$ cat src/rtl/imem_loader.sv
// Program loader: length-prefixed big-endian byte stream -> imem word writes; holds the CPU in reset until done.
// Optional macro CHECKSUM_EN appends an XOR checksum byte that must match before the load is accepted.
module imem_loader #(
    parameter int ADDR_WIDTH = 6
) (
    input  logic                  clk,
    input  logic                  reset,
    input  logic                  start,
    input  logic                  in_valid,
    input  logic [7:0]            in_data,
    output logic                  in_ready,
    output logic                  imem_we,
    output logic [ADDR_WIDTH-1:0] imem_addr,
    output logic [31:0]           imem_wdata,
    output logic                  cpu_reset,
    output logic                  done,
    output logic                  error
);

    typedef enum logic [2:0] {
        S_IDLE,
        S_LEN_HI,
        S_LEN_LO,
        S_DATA,
`ifdef CHECKSUM_EN
        S_CSUM,
`endif
        S_DONE,
        S_ERROR
    } state_t;

    localparam logic [16:0] CAPACITY = 17'd1 << ADDR_WIDTH;

    state_t                r_state;
    logic                  r_in_ready;
    logic                  r_imem_we;
    logic [ADDR_WIDTH-1:0] r_imem_addr;
    logic [31:0]           r_imem_wdata;
    logic                  r_cpu_reset;
    logic                  r_done;
    logic                  r_error;
    logic [15:0]           r_len;
    logic [15:0]           r_word_cnt;
    logic [1:0]            r_byte_idx;
    logic [23:0]           r_word;
`ifdef CHECKSUM_EN
    logic [7:0]            r_csum;
`endif

    logic        w_xfer;
    logic        w_start_ok;
    logic        w_last_word;
    logic [15:0] w_len;
    logic [31:0] w_word;

    assign w_xfer      = in_valid && r_in_ready;
    assign w_start_ok  = start && (r_state == S_IDLE || r_state == S_DONE || r_state == S_ERROR);
    assign w_len       = {r_len[15:8], in_data};
    assign w_word      = {r_word, in_data};
    assign w_last_word = (r_word_cnt == r_len - 16'd1);

    always_ff @(posedge clk) begin
        if (!reset) begin
            r_state      <= S_IDLE;
            r_in_ready   <= 1'b0;
            r_imem_we    <= 1'b0;
            r_imem_addr  <= '0;
            r_imem_wdata <= '0;
            r_cpu_reset  <= 1'b1;
            r_done       <= 1'b0;
            r_error      <= 1'b0;
            r_len        <= '0;
            r_word_cnt   <= '0;
            r_byte_idx   <= '0;
            r_word       <= '0;
`ifdef CHECKSUM_EN
            r_csum       <= '0;
`endif
        end else begin
            r_imem_we <= 1'b0;
            if (w_start_ok) begin
                r_state     <= S_LEN_HI;
                r_in_ready  <= 1'b1;
                r_done      <= 1'b0;
                r_error     <= 1'b0;
                r_cpu_reset <= 1'b1;
                r_word_cnt  <= '0;
                r_byte_idx  <= '0;
`ifdef CHECKSUM_EN
                r_csum      <= '0;
`endif
            end else begin
                case (r_state)
                    S_LEN_HI: if (w_xfer) begin
                        r_len[15:8] <= in_data;
                        r_state     <= S_LEN_LO;
                    end
                    S_LEN_LO: if (w_xfer) begin
                        r_len <= w_len;
                        if (w_len == 16'd0) begin
`ifdef CHECKSUM_EN
                            r_state    <= S_CSUM;
`else
                            r_state    <= S_DONE;
                            r_in_ready <= 1'b0;
`endif
                        end else if ({1'b0, w_len} > CAPACITY) begin
                            r_state    <= S_ERROR;
                            r_in_ready <= 1'b0;
                            r_error    <= 1'b1;
                        end else begin
                            r_state <= S_DATA;
                        end
                    end
                    S_DATA: if (w_xfer) begin
                        r_word     <= w_word[23:0];
                        r_byte_idx <= r_byte_idx + 2'd1;
`ifdef CHECKSUM_EN
                        r_csum     <= r_csum ^ in_data;
`endif
                        // Fourth byte completes a word: issue the write one cycle after this handshake.
                        if (r_byte_idx == 2'd3) begin
                            r_imem_we    <= 1'b1;
                            r_imem_addr  <= r_word_cnt[ADDR_WIDTH-1:0];
                            r_imem_wdata <= w_word;
                            r_word_cnt   <= r_word_cnt + 16'd1;
                            if (w_last_word) begin
`ifdef CHECKSUM_EN
                                r_state    <= S_CSUM;
`else
                                r_state    <= S_DONE;
                                r_in_ready <= 1'b0;
`endif
                            end
                        end
                    end
`ifdef CHECKSUM_EN
                    S_CSUM: if (w_xfer) begin
                        r_in_ready <= 1'b0;
                        if (in_data == r_csum) begin
                            r_state <= S_DONE;
                        end else begin
                            r_state <= S_ERROR;
                            r_error <= 1'b1;
                        end
                    end
`endif
                    S_DONE: begin
                        r_done      <= 1'b1;
                        r_cpu_reset <= 1'b0;
                    end
                    default: ;
                endcase
            end
        end
    end

    assign in_ready   = r_in_ready;
    assign imem_we    = r_imem_we;
    assign imem_addr  = r_imem_addr;
    assign imem_wdata = r_imem_wdata;
    assign cpu_reset  = r_cpu_reset;
    assign done       = r_done;
    assign error      = r_error;

endmodule

$ cat config.mk
export PLATFORM = sky130hd
export DESIGN_NAME = imem_loader
export DESIGN_NICKNAME = d
export VERILOG_FILES = /design/src/rtl/imem_loader.sv
export SDC_FILE = /design/constraint.sdc
export NUM_CORES = 1
export LEC_CHECK = 0
export CORE_ASPECT_RATIO = 1.4
export CORE_MARGIN = 2
export CORE_UTILIZATION = 30
export CTS_BUF_LIST = sky130_fd_sc_hd__clkbuf_16
export DETAILED_ROUTE_END_ITERATION = 16
export GPL_TIMING_DRIVEN = 0
export PLACE_DENSITY = 0.57
export SETUP_SLACK_MARGIN = 0.2
export SLEW_MARGIN = 20
export SYNTH_ARGS = -nofsm -noshare
export SYNTH_HDL_FRONTEND = slang
export SYNTH_SLANG_ARGS = --single-unit
export TNS_END_PERCENT = 100
$ cat constraint.sdc
create_clock -name clk -period 3.2 [get_ports clk]
set_clock_uncertainty 0.2 [all_clocks]
set_input_delay 0.64 -clock clk [delete_from_list [all_inputs] [get_ports clk]]
set_output_delay 0.64 -clock clk [all_outputs]
set_load 0.05 [all_outputs]
# ---- After elaboration in Yosys (flattened, before gate mapping)
# Cells that the tools add are included.
dict set report totals {
  ff_bits 104
  input_bits 12
}
dict set report op_classes {
  n_addsub 3
  n_lt_le_gt_ge 1
  n_eq_ne 18
  mux 20
  bitwise_logic 6
  reduce_logical 21
}
# operator n
set ops {}
lappend ops {{two-way mux 3 bit} 7}
lappend ops {{AND reduction 6 bit} 3}
lappend ops {{adder 16 x 1 -> 16 bit (second input constant)} 1}
lappend ops {{== test 16 bit} 1}
lappend ops {{greater-than comparator 16 x 7 -> 1 bit (second input constant)} 1}
lappend ops {{zero test 16 bit} 1}
lappend ops {{one-hot mux 8 bit (2 select lines)} 1}
lappend ops {{subtractor 16 x 1 -> 16 bit (second input constant)} 1}
lappend ops {{!= test 3 bit (second input constant)} 5}
lappend ops {{AND reduction 4 bit} 3}
lappend ops {{!= test 2 bit (second input constant)} 5}
lappend ops {{two-way mux 1 bit} 9}
lappend ops {{one-hot mux 3 bit (3 select lines)} 1}
lappend ops {{AND reduction 3 bit} 3}
lappend ops {{two-way mux 8 bit} 1}
lappend ops {{== test 3 x 2 -> 1 bit (second input constant)} 2}
lappend ops {{== test 3 bit (second input constant)} 2}
lappend ops {{inverter 1 bit} 6}
lappend ops {{nonzero test 3 bit} 2}
lappend ops {{!= test 4 bit (second input constant)} 1}
lappend ops {{nonzero test 4 bit} 1}
lappend ops {{OR reduction 4 bit} 1}
lappend ops {{== test 3 x 1 -> 1 bit (second input constant)} 1}
lappend ops {{zero test 3 bit} 1}
lappend ops {{7 further kinds} 9}

# ---- Logic depth before layout (Yosys ltp)
# Gate-level depths: netlist of the first run.
dict set report depth {
  depth_word 7
  mapped_depth 8
  ltp_nobuf 8
}

# ---- Least setup slack after synthesis of the first run
# Ideal clock, no wire load.
dict set report synth_timing {
  path_kind {register -> register}
  start {register r_len[3]}
  end {register r_state[2]}
  setup_time_ns 0.120
  arrival_ns 2.293
  required_time_ns 2.880
  setup_slack_ns 0.587
  path_stages_with_launch 9
  cell_sequence {dfxtp_1 > buf_6 > or4_4 > buf_6 > or3_4 > or4_1 > o211ai_2 > nor4_4 > o31a_1}
}
dict set report synth_via {
  elab_chain_len 4
}
# item line
set synth_lines {}
lappend synth_lines {{from (decl)} 42} ;# logic [15:0] r_len;
lappend synth_lines {{from (signal assigned)} 99} ;# r_len <= w_len;
lappend synth_lines {{subtractor 16 x 1 -> 16 bit} 60} ;# assign w_last_word = (r_word_cnt == r_len - 16'd1);
lappend synth_lines {{== test 16 bit} 60}
lappend synth_lines {{!= test 2 bit (no source line)} n/a}
lappend synth_lines {{AND reduction 6 bit (no source line)} n/a}
lappend synth_lines {{to (signal assigned)} 64} ;# r_state <= S_IDLE;
lappend synth_lines {{to (signal assigned)} 82} ;# r_state <= S_LEN_HI;
lappend synth_lines {{to (signal assigned)} 96} ;# r_state <= S_LEN_LO;
lappend synth_lines {{to (decl)} 34} ;# state_t r_state;
# Every way passes these cells.
# A chain may end at the register's enable or synchronous reset.

# ---- Worst setup path in the final report of the first run
dict set report layout_timing {
  start {input port in_valid}
  end {register r_word_cnt[13]}
}
dict set report layout_via {
  elab_chain_len 2
}
# item line
set layout_lines {}
lappend layout_lines {{from (decl)} 9} ;# input logic in_valid,
lappend layout_lines {{logical AND 1 bit} 56} ;# assign w_xfer = in_valid && r_in_ready;
lappend layout_lines {{AND reduction 3 bit (no source line)} n/a}
lappend layout_lines {{to (signal assigned)} 126} ;# r_word_cnt <= r_word_cnt + 16'd1;
lappend layout_lines {{to (decl)} 43} ;# logic [15:0] r_word_cnt;
# Every way passes these cells.

==> results.txt, run 1 <==
status = complete, no violations
maximum clock path buffer count = 2
1st-iter DRT viols = 209
f_max = 355 MHz
internal power = 2.10 mW
max-slew violations = 0
reg2reg end = r_state[1]
Layout Cells excl Fill = 820
largest net degree at the start of global routing = 17
R2R Setup Slk = 0.40 ns
post-route clock period utilization = 88.0%
Hold Fails Final Rpt = 0
DRT Wirelength = 12700 um
Max-Cap Viols = 0
power consumption = 2.67 mW
final setup fails = 0
die area = 16400 um2
relative slew slack = 47.1%
Hold Path Cell Cnt = 2
Synth Warn # = 0
detailed placer's ending HPWL = 9650 um
CP Capture Type = register
Mapped Cells = 558
syn_area_per_cell = 8.24 um2
leading area contributor after synthesis = dfxtp_1
Syn Std Cell Area = 4600 um2
diode count = 0
setup TNS = 0 ns
Arr. time, crit path = 2.83 ns
Synth cell types = 58
commonest cells after routing, fill and taps aside = 150 x nand2_1, 104 x dfxtp_1, 54 x clkdlybuf4s50_1, 43 x a21boi_0, 39 x a21oi_1
Sequential Area = 2080 um2
Synth top area share = 45.3%
Final min period = 2.81 ns
via count = 4014
hold path startpoint = imem_wdata[14]
P_leak = 1.87 nW
Hold WC Path Type = reg2reg
DR vias/cell = 4.90
IO Pins = 55
Setup CP Type = in2reg
Synth Flop Type = dfxtp_1
worst r2r src = r_len[3]
clk root buf = clkbuf_16
hold path endpoint = imem_wdata[14]
NumNets Final = 638
WL/cell = 15.5 um
CTS tree = yes
Post-CTS Setup Bufs = 0
RSZ-0062 raised after global routing = no
Die Y = 151 um
most common cell after layout, fill and taps aside = nand2_1
synthesized flop and latch total = 104
dpl cells = 804
Hold Buf Count CTS = 0
Synth Net Count = 573
Seq/Total Area, Yosys = 45.3%
CTS Buf Count = 9
CTS sink cnt = 104
Pre-Repair DR Iteration Count = 4
Row Count = 53
post-route ant nets = 0
Die X = 109 um
Gate power share = 4.7%
final global-route overflow total = 0
clock network fraction of design power = 46.3%
Multi-input gate area = 2360 um2
peak supply drop = 0.267 mV
switching share of power = 21.1%
total global-route track usage = 16.1%
vias in the first global route = 3986
CP required = 3.21 ns
initial antenna violation count = 0
proportion of layout cells with a drive suffix above 1 = 5.10%
# port buffers = 54
PD cells = 466 nW/um2
R2R depth = 8
CTS clk-pin slew, worst paths = 0.07 ns
largest cells by area after synthesis = dfxtp_1 45%, nand2_1 12%, a21boi_0 7.0%, a21oi_1 4.2%, xor2_1 3.0%
Reg power frac = 49.0%
ys async rst share = 0%
clock latency on the worst-skew pair = 0.34 ns
Initial Utilization = 30.7%
P_sw = 0.563 mW
first-pass GRT wire length = 20100 um
Layout fillers = 1600
Area Growth Syn to Fin = 24.5%
CTS H-tree lvls = 3
core area = 15000 um2
routability cong. = 0.881
Post-synth EDFFs = 0
DRC errors left = 0
Tightest Pin Transition = 0.789 ns
CP Max Fanout = 9
Setup crit start kind = input port
logic make-up after synthesis:
family | synth area share, %
AND/OR/NAND/NOR | 24.5
XOR/XNOR | 5.52
buffers and inverters | 3.67
multiplexers | 1.96
AO/OA/AOI/OAI | 18.2
adder cells (fa/ha/maj) | 0.816
flip-flops | 45.3
power groups by stage:
| stage | Clock (mW) | Sequential (mW) | Combinational [mW] |
|---|---|---|---|
| global route | 1.31 | 1.31 | 0.134 |
| CTS | 1.26 | 1.31 | 0.124 |
| global placement | 0 | 1.34 | 0.122 |
| detailed placement | 0 | 1.34 | 0.124 |
| floorplan | 0 | 1.34 | 0.0682 |
| finish | 1.23 | 1.31 | 0.125 |
registers in the layout, indices dropped and copies added (netlist names):
register	cells
cpu_reset	1
done	1
error	1
imem_addr	6
imem_wdata	32
imem_we	1
in_ready	1
r_byte_idx	2
r_len	16
r_state	3
r_word	24
r_word_cnt	16
critical path, cell delays in order:
cell	delay, ns
clkdlybuf4s50_1	0.49
and3b_1	0.16
clkbuf_1	0.35
nand3_1	0.31
nor4_2	0.48
nand3_1	0.16
xor2_1	0.17
nor2_1	0.05
cells in the mapped netlist (2+ instances only):
master	instances
nand2_1	150
dfxtp_1	104
a21boi_0	43
a21oi_1	39
clkbuf_1	28
nor2_1	28
o21ai_0	19
xor2_1	16
xnor2_1	13
inv_1	10
mux2i_1	9
or3_1	8
nand3_1	7
nor4_1	6
nor2b_1	5
nor3_1	5
and2_1	4
nand4_1	4
a31oi_1	3
ha_1	3
nand2b_1	3
o211ai_1	3
or2_2	3
or4_1	3
and3_1	2
and3b_1	2
and4_1	2
buf_6	2
nand3b_1	2
o22ai_1	2
o2bb2ai_1	2
or3_4	2
cell type report:
type	count	area share [%]
multi-input combinational	413	41.2
sequential	104	36.4
timing repair buffer	54	9.44
tap	192	4.19
clock buffer	9	3.93
buffer	30	2.23
clock inverter	7	1.94
inverter	11	0.721
worst max path at each step:
stage | start | end | slack, ns | depth (start not counted)
2_1_floorplan | r_len[3] | r_state[2] | 0.59 | 8
3_3_place_gp | in_valid | r_word_cnt[15] | -0.02 | 8
3_5_place_dp | in_valid | r_word_cnt[13] | -0.1 | 8
4_1_cts | in_valid | r_word_cnt[13] | 0.23 | 8
5_1_grt | in_valid | r_word_cnt[13] | 0.26 | 8
6_report | in_valid | r_word_cnt[13] | 0.39 | 8
repair_timing:
action                                  in CTS  in global routing
gates resized for setup                      0                  2
endpoints found under the setup margin       0                  3
endpoints found under the hold margin        0                  0
metal layers:
metal	global-route usage, %	vias to the layer above	wire length (um)
li1	-	2028	-
met4	8.33	0	440
met2	28.5	73	6710
met1	18.1	1889	5120
met5	0	-	0
met3	2.94	24	400
per-stage QoR:
| stage | cell area, um2 | setup WS [ns] | hold slack [ns] | utilization, % |
|---|---|---|---|---|
| after global placement | 5380 | -0.0195 | 0.249 | 35.9 |
| after detailed placement | 5380 | -0.0987 | 0.251 | 35.9 |
| after CTS | 5720 | 0.230 | 0.263 | 38.2 |
| final | 5730 | 0.386 | 0.257 | 38.2 |
| after global routing | 5730 | 0.256 | 0.290 | 38.2 |
| after floorplan | 4600 | 0.587 | 0.240 | - |
Note: power is estimated with default switching activity, not from simulation.
==> run 2, diff against run 1 <==
CORE_ASPECT_RATIO = 0.7   (was 1.4)
CORE_UTILIZATION = 55   (was 30)
PLACE_DENSITY = 0.88   (was 0.57)
==> run 2 against run 1 <==
Net effect: sequential cell count unchanged; via count up 4.5%; global-route usage up 11 points; clock power down 18%; design area down 3.0%; total power down 8.5%; sequential share of layout area up 1.1 points; die area down 44%; maximum frequency down 1.7%; utilization up 31 points.
==> results.txt, run 2 (synthesized netlist as in run 1, its figures left out) <==
post-place setup slack = -0.313 ns
IO Pins = 55
clock latency on the worst-skew pair = 0.35 ns
fin util = 69.7%
initial antenna violation count = 0
DRT Wirelength = 11900 um
status = complete, no violations
CTS clk-pin slew, worst paths = 0.07 ns
clk root buf = clkbuf_16
NumNets Final = 638
Tightest Pin Transition = 0.870 ns
clock network fraction of design power = 41.3%
relative slew slack = 41.7%
Post-CTS Setup Bufs = 0
R2R depth = 8
CP delay by family, top = simple AND/OR/NAND/NOR gates
worst setup path start = r_len[3]
Final min period = 2.86 ns
internal power = 1.87 mW
Gate power share = 5.1%
Critical Path Stages = 8
die area = 9120 um2
CP Capture Type = register
detailed placer's ending HPWL = 8770 um
Max-Cap Viols = 0
CP most frequent cell = buf_6
max-slew violations = 0
commonest cells after routing, fill and taps aside = 150 x nand2_1, 104 x dfxtp_1, 54 x clkdlybuf4s50_1, 43 x a21boi_0, 39 x a21oi_1
P_sw = 0.567 mW
placed cell areas = 5270 um2
WL/cell = 16.4 um
Area Growth Syn to Fin = 20.8%
R2R Setup Slk = 0.34 ns
Setup CP Type = reg2reg
dpl cells = 713
Hold Buf Count CTS = 0
Pre-Repair DR Iteration Count = 5
diode count = 0
Arr. time, crit path = 2.87 ns
CP cell instances = buf_6 -> or4_4 -> buf_6 -> or3_4 -> o31ai_1 -> o211ai_2 -> nor4_4 -> a211oi_1
# port buffers = 54
CTS tree = yes
DRC errors left = 0
final setup fails = 0
DR vias/cell = 5.76
1st-iter DRT viols = 434
Layout Cells excl Fill = 728
CTS Buf Count = 9
CP Max Fanout = 9
f_max = 349 MHz
crit path max-delay cell type = or4_4
CP peak stage delay = 0.52 ns
Initial Utilization = 57.7%
Hold WC Path Type = reg2reg
post-route clock period utilization = 89.5%
largest net degree at the start of global routing = 18
setup TNS = 0 ns
Die X = 113 um
P_leak = 1.84 nW
max FFs per register = 32
worst r2r src = r_len[3]
Die Y = 80.5 um
via count = 4196
WP buf/inv = 2
switching share of power = 23.3%
CTS sink cnt = 104
crit path to = r_state[0]
routability cong. = 0.972
post-route ant nets = 0
maximum clock path buffer count = 2
Reg power frac = 53.6%
peak supply drop = 0.284 mV
final instance area = 5560 um2
proportion of layout cells with a drive suffix above 1 = 4.94%
most common cell after layout, fill and taps aside = nand2_1
total global-route track usage = 27.5%
Setup WS post-layout = 0.336 ns
Setup crit start kind = register
CTS H-tree lvls = 3
final global-route overflow total = 0
Row Count = 27
RSZ-0062 raised after global routing = no
PD cells = 439 nW/um2
core area = 7970 um2
first-pass GRT wire length = 19600 um
reg2reg end = r_state[0]
Hold Fails Final Rpt = 0
CP required = 3.21 ns
vias in the first global route = 3977
run 2: cell types whose count changed in the layout (fill, tap and decap cells not counted), sizes merged:
cell,change
inv,+1
clkinvlp,+1
bufinv,-3
run 2: cell type report:
class	instances	area (um2)
Inverter	11	41.3
Buffer	30	128
Timing Repair Buffer	54	541
Multi-Input combinational cell	413	2370
Clock buffer	9	225
Sequential cell	104	2080
Clock inverter	6	45.0
Fill cell	627	2420
Tap cell	101	126
run 2: how the worst min path moves through the flow:
stage	slack [ns]	cells past startpoint	from	endpoint
CTS	0.26	2	imem_addr[4]	imem_addr[4]
floorplan	0.24	2	r_byte_idx[1]	r_byte_idx[1]
global placement	0.24	2	done	done
global route	0.28	2	imem_addr[4]	imem_addr[4]
detailed placement	0.25	2	imem_addr[4]	imem_addr[4]
finish	0.25	2	imem_addr[4]	imem_addr[4]
run 2: power groups by stage:
stage	sequential, mW	clock, mW	combinational [mW]
2_1_floorplan	1.34	0	0.0682
3_3_place_gp	1.34	0	0.116
3_5_place_dp	1.34	0	0.119
4_1_cts	1.31	1.01	0.121
5_1_grt	1.31	1.08	0.133
6_report	1.31	1.01	0.124
run 2: per-stage QoR:
step	hold slack [ns]	power [mW]
2_1_floorplan	0.240	1.41
3_3_place_gp	0.244	1.45
3_5_place_dp	0.248	1.46
4_1_cts	0.257	2.44
5_1_grt	0.276	2.52
6_report	0.254	2.44
run 2: routing by layer:
metal / part of all wire, % / global-route usage (%) / wire length, um
met3: 9.2 / 6.87 / 1090
met4: 1.5 / 8.54 / 179
met1: 46 / 37.2 / 5470
met2: 43 / 43.5 / 5190
met5: 0 / 0 / 0
run 2: worst min-delay path: stages, from the launching register on:
cell and delay, ns:
dfxtp_1 0.31, nand2_1 0.05, a21oi_1 0.05
run 2: timing repair:
action,CTS,global route
endpoints found under the setup margin,3,3
gates resized for setup,1,2
pin swaps,0,0
